File: config.mk
export PLATFORM = sky130hd
export DESIGN_NAME = cond_issue_ctrl
export DESIGN_NICKNAME = d
export VERILOG_FILES = /design/src/rtl/cond_issue_ctrl.sv
export SDC_FILE = /design/constraint.sdc
export NUM_CORES = 1
export LEC_CHECK = 0
export CORE_ASPECT_RATIO = 1.25
export CORE_UTILIZATION = 46
export CTS_CLUSTER_DIAMETER = 120
export CTS_CLUSTER_SIZE = 24
export DETAILED_ROUTE_END_ITERATION = 8
export MAX_ROUTING_LAYER = met4
export PLACE_DENSITY = 0.82
export SYNTH_ARGS = -nofsm -noshare
export SYNTH_HDL_FRONTEND = slang
export SYNTH_SLANG_ARGS = --single-unit
File: constraint.sdc
create_clock -name clk -period 3 [get_ports clk]
set_input_delay 0.45 -clock clk [delete_from_list [all_inputs] [get_ports clk]]
set_output_delay 0.45 -clock clk [all_outputs]
set_load 0.1 [all_outputs]
File: src/rtl/cond_issue_ctrl.sv
// cond_issue_ctrl: ARM condition evaluation, NZCV ownership and flag-hazard issue control.
// Optional macro COND_FLAG_FORWARD_EN bypasses a single pending flag writeback into evaluation.
module cond_issue_ctrl #(
    parameter int MAX_PENDING = 3,
    parameter int STALL_CNT_W = 16
) (
    input  logic                   clk,
    input  logic                   rst,
    input  logic                   issue_valid,
    output logic                   issue_ready,
    input  logic [3:0]             issue_cond,
    input  logic                   issue_sets_flags,
    output logic                   ex_valid,
    input  logic                   ex_ready,
    output logic                   ex_pass,
    output logic                   ex_sets_flags,
    input  logic                   wb_valid,
    input  logic [3:0]             wb_nzcv,
    input  logic                   msr_valid,
    input  logic [3:0]             msr_nzcv,
    input  logic                   flush,
    output logic [3:0]             nzcv,
    output logic [2:0]             pending,
    output logic                   err_underflow,
    output logic [STALL_CNT_W-1:0] stall_count,
    output logic                   state
);
    typedef enum logic {RUN = 1'b0, WAIT_FLAGS = 1'b1} state_t;
    state_t st;
    logic fwd, needs_flags, hazard, slot_free, full, accept, cond_pass, inc, dec;
    logic [3:0] f;
`ifdef COND_FLAG_FORWARD_EN
    assign fwd = pending == 3'd1 && wb_valid && !msr_valid;
`else
    assign fwd = 1'b0;
`endif
    assign f           = fwd ? wb_nzcv : nzcv;
    assign needs_flags = issue_cond[3:1] != 3'b111;
    assign hazard      = issue_valid && needs_flags && pending != 3'd0 && !fwd;
    assign slot_free   = !ex_valid || ex_ready;
    assign full        = issue_sets_flags && pending == 3'(MAX_PENDING);
    assign issue_ready = !rst && !flush && slot_free && !hazard && !full;
    assign accept      = issue_valid && issue_ready;
    assign inc         = accept && issue_sets_flags && cond_pass;
    assign dec         = wb_valid && pending != 3'd0;
    assign state       = st;
    // f = {N,Z,C,V}
    always_comb begin
        cond_pass = 1'b0;
        case (issue_cond)
            4'b0000: cond_pass = f[2];
            4'b0001: cond_pass = !f[2];
            4'b0010: cond_pass = f[1];
            4'b0011: cond_pass = !f[1];
            4'b0100: cond_pass = f[3];
            4'b0101: cond_pass = !f[3];
            4'b0110: cond_pass = f[0];
            4'b0111: cond_pass = !f[0];
            4'b1000: cond_pass = f[1] && !f[2];
            4'b1001: cond_pass = !f[1] || f[2];
            4'b1010: cond_pass = f[3] == f[0];
            4'b1011: cond_pass = f[3] != f[0];
            4'b1100: cond_pass = !f[2] && (f[3] == f[0]);
            4'b1101: cond_pass = f[2] || (f[3] != f[0]);
            4'b1110: cond_pass = 1'b1;
            default: cond_pass = 1'b0;
        endcase
    end
    always_ff @(posedge clk) begin
        if (rst) begin
            nzcv          <= 4'd0;
            pending       <= 3'd0;
            ex_valid      <= 1'b0;
            ex_pass       <= 1'b0;
            ex_sets_flags <= 1'b0;
            err_underflow <= 1'b0;
            stall_count   <= '0;
            st            <= RUN;
        end else begin
            nzcv <= msr_valid ? msr_nzcv : wb_valid ? wb_nzcv : nzcv;
            if (wb_valid && pending == 3'd0) err_underflow <= 1'b1;
            if (hazard && !(&stall_count)) stall_count <= stall_count + 1'b1;
            if (flush) begin
                ex_valid      <= 1'b0;
                ex_pass       <= 1'b0;
                ex_sets_flags <= 1'b0;
                pending       <= 3'd0;
                st            <= RUN;
            end else begin
                pending <= pending + {2'b0, inc} - {2'b0, dec};
                st      <= hazard ? WAIT_FLAGS : RUN;
                if (accept) begin
                    ex_valid      <= 1'b1;
                    ex_pass       <= cond_pass;
                    ex_sets_flags <= issue_sets_flags && cond_pass;
                end else if (ex_ready) begin
                    ex_valid <= 1'b0;
                end
            end
        end
    end
endmodule
**Yosys cells after proc, flatten, opt, wreduce, memory -nomap -nowiden**

Index checks and enable logic that the tools add are counted.

- Flip-flop bits (word level): 28

- $add $sub $neg: 3
- Equality and inequality tests: 18
- Multiplexer cells: 6
- Reduce and logical (&&, ||, !) cells: 36

Operators with widths:

| cell | count |
|---|---|
| $eq 4x4->1 const B | 7 |
| $add 16x1->16 const B | 1 |
| $eq 4x3->1 const B | 4 |
| $logic_and 1x1->1 | 16 |
| $reduce_and 16->1 | 1 |
| $pmux 1 s15 | 1 |
| $logic_not 1->1 | 10 |
| $eq 4x2->1 const B | 2 |
| $mux 4 | 2 |
| $eq 4x1->1 const B | 1 |
| $logic_not 4->1 | 1 |
| $reduce_bool 2->1 | 2 |
| $add 3x1->3 | 1 |
| $eq 3x2->1 const B | 1 |
| $logic_not 3->1 | 1 |
| $logic_or 1x1->1 | 3 |
| $mux 1 | 3 |
| $ne 3x3->1 const B | 1 |
| $reduce_bool 3->1 | 1 |
| $sub 3x1->3 | 1 |
| $reduce_or 2->1 | 1 |
| $eq 1x1->1 | 1 |
| $ne 1x1->1 | 1 |

**Logic depth before layout (Yosys ltp)**

Gate-level depths: netlist of the first run.

- Depth in word-level cells: 11
- Mapped depth: 13

**Worst setup path after synthesis of the first run**

No wires, ideal clock.

- Path type: flip-flop to flip-flop
- Start: register nzcv[3]
- End: register pending[2]
- Setup time: 0.117 ns
- Data arrival time: 3.153 ns
- Required time: 2.883 ns
- Setup slack: -0.271 ns
- Cell stages (with the launch flop): 14
- Buffers on the path: 1
- Period minus slack after synthesis: 3.271 ns
- Cells stage by stage: dfxtp_1 -> clkbuf_1 -> xnor2_1 -> a22oi_1 -> mux2i_1 -> o31ai_1 -> ha_1 -> inv_1 -> ha_1 -> inv_1 -> fa_1 -> xor2_1 -> xnor2_1 -> nor2_1

- Cells in the longest elaborated chain, start to end: 6
- Elaborated cells on any way between the ends: 9
- Classes of those cells: add/sub (2); eq/ne (2); mux (1); reduce/logical (4)

RTL lines:

| element | line | RTL |
|---|---|---|
| start, declared | 22 | `output logic [3:0] nzcv,` |
| start signal, assigned | 80 | `nzcv <= msr_valid ? msr_nzcv : wb_valid ? wb_nzcv : nzcv;` |
| $ne 1x1->1 or $eq 1x1->1 (tied branches) | -- |  |
| $logic_or 1x1->1 or $logic_and 1x1->1 (tied branches) | 64, 63 |  |
| $pmux 1 s15 * | 50 | `case (issue_cond)` |
| $logic_and 1x1->1 * | 44 | `assign inc = accept && issue_sets_flags && cond_pass;` |
| $add 3x1->3 * | 90 | `pending <= pending + {2'b0, inc} - {2'b0, dec};` |
| $sub 3x1->3 * | 90 |  |
| end signal, assigned | 90 |  |
| end, declared | 23 | `output logic [2:0] pending,` |

Mark *: on every way between the ends. The rest lies on a longest branch, timed or not.
A chain may end at the register's enable or synchronous reset.

**Worst setup path after layout of the first run**

- Start: register pending[2]
- End: register pending[2]

- Cells in the longest elaborated chain, start to end: 10
- Elaborated cells on any way between the ends: 14
- Classes of those cells: add/sub (2); eq/ne (1); reduce/logical (11)

RTL lines:

| element | line | RTL |
|---|---|---|
| $reduce_bool 3->1 | 39, 45 |  |
| $logic_and 1x1->1 | 39 | `assign hazard = issue_valid && needs_flags && pending != 3'd0 && !fwd;` |
| $logic_not 1->1 | 42 | `assign issue_ready = !rst && !flush && slot_free && !hazard && !full;` |
| $logic_and 1x1->1 (2 in series) | 42 |  |
| $logic_and 1x1->1 | 43 | `assign accept = issue_valid && issue_ready;` |
| $logic_and 1x1->1 (2 in series) | 44 |  |
| $add 3x1->3 | 90 |  |
| $sub 3x1->3 * | 90 |  |

Marked as above.

==> metrics.yaml, run 1 <==
setup_path:
  rr_startpoint: "pending[2]"
  cp_slowest_cell: "nor3_2"
  worstPathMaxFanout: 6
  crit_path_start_kind: "flip-flop"
  reg2reg_depth: 12
  timing.rr.end: "pending[2]"
  required_ns: 3.17
  critPathMaxStageDelay_ns: 0.46
  endpoint_kind: "flip-flop"
  path_class: "flip-flop to flip-flop"
  reg2reg_slack_ns: 0.24
  path_cells: "nor3_2 > o21ai_0 > nor3_1 > o31ai_2 > ha_1 > inv_1 > ha_1 > inv_1 > fa_1 > xor2_1 > xnor2_1 > nor2_1"
  crit_arrival_ns: 2.93
clock_network:
  cts_root_buffer: "clkbuf_8"
  cts_tree: "yes"
  clock-sinks: 28
  clk_path_buf_depth: 2
  path_clk_slew_ns: 0.09
  htree_num_levels: 1
  clk_latency_ns: 0.27
  cts_made_buffers: 3
  hold_buffers: 0
placement:
  port_buffers: 48
  hpwl_um: 2570
  gp_congestion: 0.846
sta:
  layout_min_cycle_time_ns: 2.76
  finalCritPeriodShare_pct: 91.9
  tightestPinTransition_ns: 0.618
  final_max_slew_viol_count: 0
  relSlewSlack_pct: 58.5
  max_freq_mhz: 363
  final-hold-violation-count: 0
  fin_skew_ns: 0.00505
  finalSetupViolCount: 0
floorplan:
  ioPinCount: 49
  core_um2: 3220
  dieArea_um2: 3630
  dieHeight_um: 67.1
  die_x_um: 54.1
  num_rows: 23
  initial_core_util_pct: 48.4
logic_synthesis:
  synth_warnings: 0
  syn_avg_cell_area_um2: 8.48
  yosys_register_bits: 28
  yosysUniqueCellTypes: 47
  async_reset_ff_share_pct: 0
  syn-num-nets: 208
  syn_inst: 184
  synthFlopType: "dfxtp_1"
  synth_edf_count: 0
  synth_area_um2: 1560
  ys_seq_area_share_pct: 35.9
global_routing:
  grt_antenna_before_repair: 0
  grt.busiest_layer: "met2"
  grt_use_total_pct: 21.5
  grtUsageMet2_pct: 36.3
  overflow: 0
  grt_pass1_vias: 1309
  globalRouteMet3Util_pct: 2.97
  grt_pass1_wl_um: 5620
  use_met1_pct: 25.4
  grt_start_max_net_pins: 23
flow_run:
  cap_violations: 0
min_path:
  whs_path_depth: 2
  min-delay-start: "ex_pass"
  hold_path_end: "ex_pass"
  min_path_type: "flip-flop to flip-flop"
final_layout:
  antenna_cells: 0
  regArea_um2: 564
  fill_cells: 281
  multiInputGateArea_um2: 948
  final_util_pct: 65.9
  area_growth_pct: 36.2
  final_nets: 262
  drive_gt1_share_pct: 24.6
detailed_routing:
  routedWlPerCell_um: 12.3
  ant_nets: 0
  drtPass1Iterations: 4
  wl_um: 3370
  drc_errors: 0
  drt_iter0_markers: 27
  drt-vias-per-instance: 5.43
  num_vias: 1482
power_and_ir_drop:
  leakage_uw: 0.000894
  p_total_uw: 749
  ir_drop_mv: 0.273
  power.density_nw_per_um2: 352
run_status:
  status: "completed"
-- cells in the mapped netlist (2+ instances only) --
| master | count | area (um2) |
|---|---|---|
| clkbuf_1 | 7 | 26.3 |
| nor2_1 | 22 | 82.6 |
| ha_1 | 3 | 37.5 |
| mux2i_1 | 6 | 60.1 |
| o21ai_1 | 2 | 10.0 |
| or3_1 | 5 | 31.3 |
| dfxtp_1 | 28 | 561 |
| nor3b_1 | 3 | 22.5 |
| and3_1 | 3 | 18.8 |
| nor3_1 | 5 | 25.0 |
| nand3_1 | 3 | 15.0 |
| a21oi_1 | 16 | 80.1 |
| or4_1 | 2 | 15.0 |
| xnor2_1 | 4 | 35.0 |
| and2_1 | 2 | 12.5 |
| o21ai_0 | 9 | 45.0 |
| and4_1 | 2 | 17.5 |
| nor2b_1 | 4 | 25.0 |
| o211ai_1 | 3 | 22.5 |
| o31ai_1 | 5 | 37.5 |
| xor2_1 | 8 | 70.1 |
| nand2_1 | 11 | 41.3 |
| buf_2 | 2 | 10.0 |
| inv_1 | 4 | 15.0 |
| nand4_1 | 3 | 18.8 |
-- power by group --
part / internal (uW) / switching [uW]
logic: 65.3 / 97.5
registers: 379 / 9.00
clock network: 90.1 / 108
-- cell usage in the layout (no fill, tap or decap), drive strengths merged, types with 5 or more instances in the layout --
| cell | n |
|---|---|
| a21oi | 16 |
| buf | 40 |
| clkdlybuf4s50 | 15 |
| dfxtp | 28 |
| mux2i | 6 |
| nand2 | 11 |
| nor2 | 22 |
| nor3 | 6 |
| o21ai | 12 |
| o31ai | 5 |
| or3 | 5 |
| xor2 | 8 |
-- registers in the layout, indices dropped and copies added, names as in the netlist --
signal	flops
stall_count	16
ex_pass	1
pending	3
ex_valid	1
ex_sets_flags	1
state	1
err_underflow	1
nzcv	4
-- critical path, delay by kind of cell (launching register included) --
kind,cells,cell delay (ns)
and+or+nand+nor,3,0.74
DFF,1,0.37
buffers and inverters,2,0.11
xor gates and xnor gates,2,0.32
AOI/OAI and AO/OA,2,0.35
adders and majority gates,3,0.78
-- routing by layer --
| layer | vias up | routed length (um) |
|---|---|---|
| met2 | 32 | 1630 |
| li1 | 771 | - |
| met4 | 0 | 51 |
| met5 | - | 0 |
| met3 | 5 | 110 |
| met1 | 674 | 1580 |
-- final cells by class --
| cell class | instances | share of cell area (%) |
|---|---|---|
| flip-flops and latches | 28 | 26.6 |
| clock buffers | 3 | 1.94 |
| repair buffers | 59 | 24.0 |
| inverters | 4 | 0.707 |
| multi-input cells | 142 | 44.6 |
| well taps | 37 | 2.18 |
-- how the worst max path moves through the flow --
| stage | from | endpoint | depth (start not counted) | slack (ns) |
|---|---|---|---|---|
| floorplan | nzcv[1] | pending[2] | 12 | -0.06 |
| global placement | issue_cond[3] | pending[2] | 13 | -0.23 |
| detailed placement | issue_cond[3] | pending[2] | 13 | -0.33 |
| CTS | issue_cond[0] | pending[2] | 13 | 0.01 |
| global route | pending[2] | pending[2] | 12 | -0.03 |
| finish | pending[2] | pending[2] | 12 | 0.24 |
-- metrics by stage --
step / hold slack, ns / setup WS, ns / instances / instance area [um2] / setup TNS (ns)
4_1_cts: 0.465 / 0.00993 / 273 / 2110 / 0
3_3_place_gp: 0.451 / -0.227 / 270 / 2070 / -0.261
5_1_grt: 0.491 / -0.0261 / 273 / 2120 / -0.0261
6_report: 0.463 / 0.242 / 273 / 2120 / 0
2_1_floorplan: 0.526 / -0.0574 / 184 / 1570 / -0.0574
3_5_place_dp: 0.453 / -0.328 / 270 / 2070 / -0.435
-- repair_timing --
action	CTS	global route
buffers inserted	0	0
pin swaps	1	1
endpoints found under the setup margin	1	1
gates resized for setup	1	5
-- kinds of logic after synthesis --
| kind of cell | Yosys count | share of synthesized area, % |
|---|---|---|
| adder cells (fa/ha/maj) | 4 | 3.69 |
| XOR/XNOR | 12 | 6.74 |
| flip-flops | 28 | 35.9 |
| AND/OR/NAND/NOR | 79 | 30.2 |
| multiplexers | 6 | 3.85 |
| buffers and inverters | 14 | 4.01 |
| AO/OA/AOI/OAI | 41 | 15.6 |
Power figures use the tool's default switching activity.
==> run 2, diff against run 1 <==
--- a/config.mk
+++ b/config.mk
@@ -6,12 +6,11 @@
 export NUM_CORES = 1
 export LEC_CHECK = 0
 export CORE_ASPECT_RATIO = 1.25
-export CORE_UTILIZATION = 46
-export CTS_CLUSTER_DIAMETER = 120
+export CORE_UTILIZATION = 42
 export CTS_CLUSTER_SIZE = 24
 export DETAILED_ROUTE_END_ITERATION = 8
 export MAX_ROUTING_LAYER = met4
-export PLACE_DENSITY = 0.82
+export PLACE_DENSITY = 0.79
 export SYNTH_ARGS = -nofsm -noshare
 export SYNTH_HDL_FRONTEND = slang
 export SYNTH_SLANG_ARGS = --single-unit
==> constraint.sdc (replaced) <==
create_clock -name clk -period 2.25 [get_ports clk]
set_input_delay 0.3375 -clock clk [delete_from_list [all_inputs] [get_ports clk]]
set_output_delay 0.3375 -clock clk [all_outputs]
set_load 0.1 [all_outputs]
==> run 2 against run 1 <==
Effect of this change: the run now ends with negative setup slack left; die area up 9.2%; sequential power increased by 32%; critical path depth increased by 1; largest cell class unchanged; highest routed layer unchanged.
==> metrics.yaml, run 2 (synthesis gave the netlist of run 1 again) <==
run_status:
  status: "finished, violations left"
  failed_checks: "negative setup slack"
detailed_routing:
  wl_um: 4260
  ant_nets: 0
  drt_iter0_markers: 29
  num_vias: 1632
  routedWlPerCell_um: 14.1
  drc_errors: 0
  drt-vias-per-instance: 5.40
  drtPass1Iterations: 4
final_layout:
  regMostFlops: "stall_count"
  layout_common_cells: "64 x buf_4, 20 x nor2_1, 16 x a21oi_1"
  area_growth_pct: 54.4
  drive_gt1_share_pct: 40.7
  antenna_cells: 0
  biggestRegsByFlops: "stall_count x16, nzcv x4, pending x3"
  final_util_pct: 68.6
  finalInstanceArea_um2: 2410
  largest_register_ffs: 16
  final_nets: 288
  final_common_cell: "buf_4"
sta:
  rsz0062_at_grt: "yes"
  layout_min_cycle_time_ns: 2.67
  finalSetupViolCount: 2
  final_max_slew_viol_count: 0
  tns_ns: -0.640
  fin_skew_ns: 0.00331
  finalCritPeriodShare_pct: 119
  final-hold-violation-count: 0
  max_freq_mhz: 375
  worst_slack_ns: -0.419
  tightestPinTransition_ns: 0.317
  hold_ws_ns: 0.463
  relSlewSlack_pct: 78.5
setup_path:
  required_ns: 2.42
  crit_path_start_kind: "primary input"
  worstPathMaxFanout: 3
  cp_slowest_cell: "clkdlybuf4s50_1"
  crit_arrival_ns: 2.84
  path_cells: "clkdlybuf4s50_1 > nor2_2 > nand3_1 > nor3_2 > o31ai_4 > ha_1 > inv_1 > ha_1 > inv_1 > fa_2 > xor2_2 > xnor2_1 > nor2_1"
  reg2reg_slack_ns: -0.33
  reg2reg_depth: 12
  path_class: "primary input to flip-flop"
  endpoint_kind: "flip-flop"
  critPathMaxStageDelay_ns: 0.45
  timing.rr.end: "pending[2]"
  rr_startpoint: "nzcv[2]"
placement:
  port_buffers: 48
  gp_congestion: 0.814
  hpwl_um: 3010
  place_area_um2: 2260
clock_network:
  cts_root_buffer: "clkbuf_8"
  clock-sinks: 28
  clk_path_buf_depth: 2
  cts_made_buffers: 3
  htree_num_levels: 1
  cts_tree: "yes"
  clk_latency_ns: 0.27
  hold_buffers: 0
  path_clk_slew_ns: 0.09
global_routing:
  grtUsageMet2_pct: 36.9
  globalRouteMet3Util_pct: 3.15
  grt_use_total_pct: 22.2
  grt_pass1_vias: 1563
  grt_pass1_wl_um: 6820
  grt_start_max_net_pins: 23
  grt_antenna_before_repair: 0
  use_met1_pct: 26.0
  overflow: 0
  grt.busiest_layer: "met2"
power_and_ir_drop:
  p_total_uw: 1060
  ir_drop_mv: 0.375
  leakage_uw: 0.00101
  power.density_nw_per_um2: 438
min_path:
  min-delay-start: "ex_pass"
  min_path_type: "flip-flop to flip-flop"
  hold_path_end: "ex_pass"
  whs_path_depth: 2
floorplan:
  initial_core_util_pct: 44.4
  core_um2: 3510
  dieHeight_um: 70.1
  ioPinCount: 49
  dieArea_um2: 3960
  die_x_um: 56.5
  num_rows: 24
flow_run:
  cap_violations: 0
[run 2: layout make-up]
| type | instances | area [um2] |
|---|---|---|
| tap | 39 | 48.8 |
| timing repair buffer | 85 | 702 |
| inverter | 4 | 15.0 |
| multi-input combinational | 142 | 1010 |
| fill | 283 | 1100 |
| clock buffer | 4 | 45.0 |
| sequential | 28 | 587 |
[run 2: stage by stage]
stage	setup slack [ns]	instances
detailed placement	-0.963	294
finish	-0.419	302
global route	-0.506	302
CTS	-0.250	301
floorplan	-0.427	184
global placement	-0.891	294
[run 2: worst max-delay path by stage]
stage          cells past startpoint     startpoint         end
2_1_floorplan                     12        nzcv[0]  pending[2]
3_3_place_gp                      13  issue_cond[0]  pending[2]
3_5_place_dp                      13  issue_cond[0]  pending[2]
4_1_cts                           12        nzcv[0]  pending[2]
5_1_grt                           13          flush  pending[2]
6_report                          13          flush  pending[2]
[run 2: critical path: cells and delay by family]
kind                     cells  cell delay, ns
adder cells (fa/ha/maj)      3            0.77
AO/OA/AOI/OAI                1            0.13
AND/OR/NAND/NOR              4            0.70
XOR/XNOR                     2            0.35
buffers and inverters        3            0.54
[run 2: per-layer routing]
layer,share of wire (%),vias up,wire (um)
met5,0,-,0
met2,50,43,2130
met1,43,762,1840
met4,2.7,0,115
li1,-,816,-
met3,4.0,11,171
[run 2: power by group]
part / internal (uW) / total (uW) / switching, uW / leakage (uW)
clock: 127 / 279 / 152 / 0.0000228
combinational: 113 / 261 / 148 / 0.000755
sequential: 504 / 514 / 10.9 / 0.000235
[run 2: repair_timing]
action,CTS,global route
pin swaps,5,2
setup endpoints to repair,8,2
resized for setup,15,8
setup buffers,3,1
